## src/rtl/ldm_scan_ctrl.sv

```systemverilog
// Row-scan scheduler for a 16x16 LED dot matrix: double-buffered frame capture
// with tear-free swaps and a LATCH/SHOW/BLANK row sequencer driving the panel pins.
module ldm_scan_ctrl #(
  parameter int unsigned DWELL = 8,
  parameter int unsigned BLANK = 2
) (
  input  logic         clk,
  input  logic         rst,
  input  logic [0:255] PIXEL_DATA_256,
  input  logic         PIXEL_DATA_EN,
  output logic         LDM_CLK,
  output logic         LDM_ADDR_EN,
  output logic [3:0]   LDM_ADDR,
  output logic [0:15]  LDM_LINE_DATA,
  output logic         FRAME_PENDING,
  output logic         FRAME_START
);

  typedef enum logic [1:0] {ST_IDLE, ST_LATCH, ST_SHOW, ST_BLANK} state_t;

  localparam logic [7:0] DWELL_LAST = 8'(DWELL - 1);
  localparam logic [7:0] BLANK_LAST = 8'(BLANK - 1);

  state_t       state, state_nxt;
  logic [3:0]   row, row_nxt;
  logic [7:0]   cnt, cnt_nxt;
  logic [0:255] shadow, active;
  logic         pending;
  logic         swap;
  logic         scanning;

  always_comb begin
    state_nxt = state;
    row_nxt   = row;
    cnt_nxt   = cnt;
    swap      = 1'b0;
    case (state)
      ST_IDLE: begin
        if (pending) begin
          swap      = 1'b1;
          state_nxt = ST_LATCH;
          row_nxt   = '0;
        end
      end
      ST_LATCH: begin
        state_nxt = ST_SHOW;
        cnt_nxt   = '0;
      end
      ST_SHOW: begin
        if (cnt == DWELL_LAST) begin
          state_nxt = ST_BLANK;
          cnt_nxt   = '0;
        end else begin
          cnt_nxt = cnt + 8'd1;
        end
      end
      ST_BLANK: begin
        if (cnt == BLANK_LAST) begin
          state_nxt = ST_LATCH;
          row_nxt   = row + 4'd1;
          swap      = pending && (row == 4'd15);
        end else begin
          cnt_nxt = cnt + 8'd1;
        end
      end
      default: state_nxt = ST_IDLE;
    endcase
  end

  always_ff @(posedge clk or posedge rst) begin
    if (rst) begin
      state <= ST_IDLE;
      row   <= '0;
      cnt   <= '0;
    end else begin
      state <= state_nxt;
      row   <= row_nxt;
      cnt   <= cnt_nxt;
    end
  end

  // A strobe on the swap edge wins over the clear: active takes the old shadow,
  // the new frame stays pending for the next boundary.
  always_ff @(posedge clk or posedge rst) begin
    if (rst) begin
      shadow  <= '0;
      active  <= '0;
      pending <= 1'b0;
    end else begin
      if (swap) active <= shadow;
      if (PIXEL_DATA_EN) begin
        shadow  <= PIXEL_DATA_256;
        pending <= 1'b1;
      end else if (swap) begin
        pending <= 1'b0;
      end
    end
  end

  always_comb begin
    scanning      = (state != ST_IDLE);
    LDM_CLK       = (state == ST_LATCH);
    LDM_ADDR_EN   = (state == ST_SHOW);
    LDM_ADDR      = scanning ? row : '0;
    LDM_LINE_DATA = scanning ? active[{row, 4'b0000} +: 16] : '0;
    FRAME_PENDING = pending;
    FRAME_START   = LDM_CLK && (row == 4'd0);
  end

endmodule

```

## config.mk

```make
export PLATFORM = sky130hd
export DESIGN_NAME = ldm_scan_ctrl
export DESIGN_NICKNAME = d
export VERILOG_FILES = /design/src/rtl/ldm_scan_ctrl.sv
export SDC_FILE = /design/constraint.sdc
export NUM_CORES = 1
export LEC_CHECK = 0
export CAP_MARGIN = 10
export CORE_MARGIN = 3
export CORE_UTILIZATION = 25
export CTS_CLUSTER_DIAMETER = 80
export DETAILED_ROUTE_END_ITERATION = 10
export GPL_ROUTABILITY_DRIVEN = 0
export PLACE_DENSITY = 0.53
export SLEW_MARGIN = 10
export SYNTH_ARGS = -nofsm -noshare
export SYNTH_HDL_FRONTEND = slang
export SYNTH_SLANG_ARGS = --single-unit
```

## constraint.sdc

```tcl
create_clock -name clk -period 21.3 [get_ports clk]
set_input_delay 3.195 -clock clk [delete_from_list [all_inputs] [get_ports clk]]
set_output_delay 3.195 -clock clk [all_outputs]
set_load 0.03 [all_outputs]
```

==> run summary <==
WP data required: 18.11 ns
min-delay src: shadow[140]
Clock transition at path regs: 0.06 ns
outcome: completed
CTS max path bufs: 3
Via density: 4.413
Vias: 12820
area delta synth->final: 25.87%
VDD IR max: 0.00005630 V
HP Class: reg2reg
total CTS buffers: 61
min Tclk post-route: 7.240 ns
FF-to-FF path depth: 8
FF-to-FF Start: row[0]
setup tns final: 0 ns
row count: 110
Synth Flop Type: dfrtp_1
asr flop ratio synth: 100.0%
first-pass GRT wire length: 99100 µm
critical path endpoint: LDM_LINE_DATA[10]
CTS tree: built
vias in the first global route: 14290
post-CTS setup buffer count: 0
GRT overflow: 0
CTS sink count: 527
critical path cell sequence: buf_4, mux2i_1, a22oi_1, nand3_1, nand2_1, clkdlybuf4s50_1
Setup crit end kind: primary output
critical path depth: 6
Post-synth EDFFs: 0
Crit Reg-Reg Endpoint: active[49]
Routed WL per cell: 23.20 µm
Buf+Inv Stages, Crit Path: 2
relative slew slack: 29.36%
Slew @ Worst Pin: 1.060 ns
Max Clock Skew: 0.02154 ns
final hold viol count: 0
Root Driver: clkbuf_16
DRT antenna net count: 0
Clock Latency Late Sink: 0.63 ns
Critical Setup Path Class: reg2out
RSZ-0062 raised after global routing: false
# nets final: 1942
pin count of the biggest net entering global routing: 132
routed wire length: 67380 µm
Leakage Power: 12.98 nW
Mean Syn Cell Area: 16.45 µm²
layout cells sized above 1: 39.95%
PD cells: 86.30 nW/µm²
initial cell density of the core: 25.47%
drt first pass iters: 5
number of hold buffers added after cts: 0
port bufs: 282
flops & latches, synth: 527
Startpoint Class: register
Post-DP HPWL: 49590 µm
fillers: 8836
critical path's top delay family: buffers and inverters
die area: 96210 µm²
max-cap viol count: 0
Iteration-0 DRC Markers: 800
GR Util All Layers: 13.96%
Cell Area, Synth: 23130 µm²
Synth warnings: 0
Seq/Total Area, Yosys: 57.01%
post-route clock period utilization: 33.99%
distinct cell type count after synthesis: 39
post-synth net total: 1674
H-Tree Level Count: 2
die height: 310.2 µm
reg2reg setup slack: 16.07 ns
drt drc: 0
peak fanout along the critical path: 43
crit-path max cell delay: 0.73 ns
I/O pin cnt: 283
Worst Path Arrival: 4.04 ns
endpoints failing setup: 0
Synth Instances: 1406
Critical path origin: row[0]
Core Footprint: 90840 µm²
final slew viol count: 0
die width: 310.2 µm
Placed Cells: 2787
achievable clock frequency: 0.1381 GHz
initial antenna violation count: 9
Worst path slowest cell: buf_4
post-CTS sizing: 0
non-filler cells, final: 2904
==> layout by cell type, fill, tap and decap left out, types with 3 or more instances in the layout <==
cell and count:
clkinvlp_4 8, o21ai_0 10, mux2_4 240, dfrtp_1 525, nand3_1 6, or2_2 3
nor2b_1 5, nand2_1 18, clkbuf_8 8, clkbuf_1 9, a22oi_1 20, o221ai_1 16
a21oi_1 23, inv_1 7, clkdlybuf4s50_1 281, clkinv_2 8, bufinv_16 15, mux4_2 28
mux2i_1 58, buf_4 13, xnor2_1 4, and2_1 3, inv_6 3, mux2_2 289
clkbuf_16 61, ha_1 9, nor2_1 12, o211ai_1 12
==> cells by family (layout without fill, tap and decap cells) <==
| group | Yosys count | count (layout) | synth area share (%) |
|---|---|---|---|
| compound gates | 89 | 89 | 2.618 |
| xor+xnor | 4 | 4 | 0.1514 |
| fa+ha+maj | 9 | 9 | 0.4868 |
| buf+inv | 100 | 421 | 3.397 |
| flops | 527 | 527 | 57.01 |
| mux | 615 | 615 | 34.88 |
| other cells | 0 | 1 | 0 |
| simple gates | 62 | 62 | 1.455 |
==> power by group <==
part | switching, mW | total, mW | internal, mW
clock | 0.439 | 1.18 | 0.738
combinational | 0.0781 | 0.206 | 0.128
sequential | 0.0541 | 1.13 | 1.08
total | 0.571 | 2.51 | 1.94
==> worst register-to-register path: cells and delay by family, from the launching register on <==
kind	cells	cell delay (ns)
adders and majority gates	1	0.38
muxes	1	0.45
and+or+nand+nor	2	1.04
buffers and inverters	3	2.39
AOI/OAI and AO/OA	1	0.20
DFF	1	0.65
==> cells in the mapped netlist (all sizes together), types with 8 or more instances <==
cell type    n  share of area, %
a21oi       23              0.50
o21ai       10              0.22
ha           9              0.49
o211ai      12              0.39
dfrtp      527                57
nor2        12              0.19
o221ai      16              0.61
a22oi       20              0.65
clkbuf      48              0.78
mux2i       58               2.5
mux2       529                30
buf         43               2.5
mux4        28               2.7
inv          8              0.13
nand2       18              0.29
==> metal layers <==
layer | global-route usage, % | wire (µm) | vias to the layer above
met4 | 3.091 | 1184 | 0
met1 | 19.16 | 30740 | 6732
met2 | 23.48 | 32860 | 317
li1 | - | - | 5691
met5 | 0 | 0 | -
met3 | 1.947 | 2596 | 76
==> registers in the layout (all words and copies together), names as in the netlist <==
signal         cells
state              2
active           256
cnt                8
row                4
shadow           256
FRAME_PENDING      1
==> how the worst min path moves through the flow <==
stage | cells after the start | to
2_1_floorplan | 1 | active[48]
3_3_place_gp | 1 | active[197]
3_5_place_dp | 1 | active[102]
4_1_cts | 1 | active[195]
5_1_grt | 1 | active[195]
6_report | 1 | active[140]
==> layout make-up <==
class | count | area (µm²) | area share (%)
sequential | 527 | 13190 | 45.31
multi-input combinational | 779 | 9166 | 31.48
timing repair buffer | 296 | 2945 | 10.12
clock buffer | 78 | 1670 | 5.737
tap | 1176 | 1471 | 5.053
clock inverter | 38 | 626.9 | 2.153
inverter | 9 | 41.29 | 0.1418
antenna | 1 | 2.502 | 0.008594
==> through the flow <==
step           setup WS [ns]  util [%]  hold WS, ns  instance area (µm²)  total power, mW
2_1_floorplan          3.380         -       0.4744                23130            1.243
3_3_place_gp           14.42     29.52       0.4868                26820            1.355
3_5_place_dp           14.34     29.52       0.4910                26820            1.360
4_1_cts                13.94     32.05       0.4908                29110            2.552
5_1_grt                13.86     32.05       0.5121                29110            2.612
6_report               14.06     32.05       0.4923                29120            2.513
Note: power is estimated with default switching activity, not from simulation.
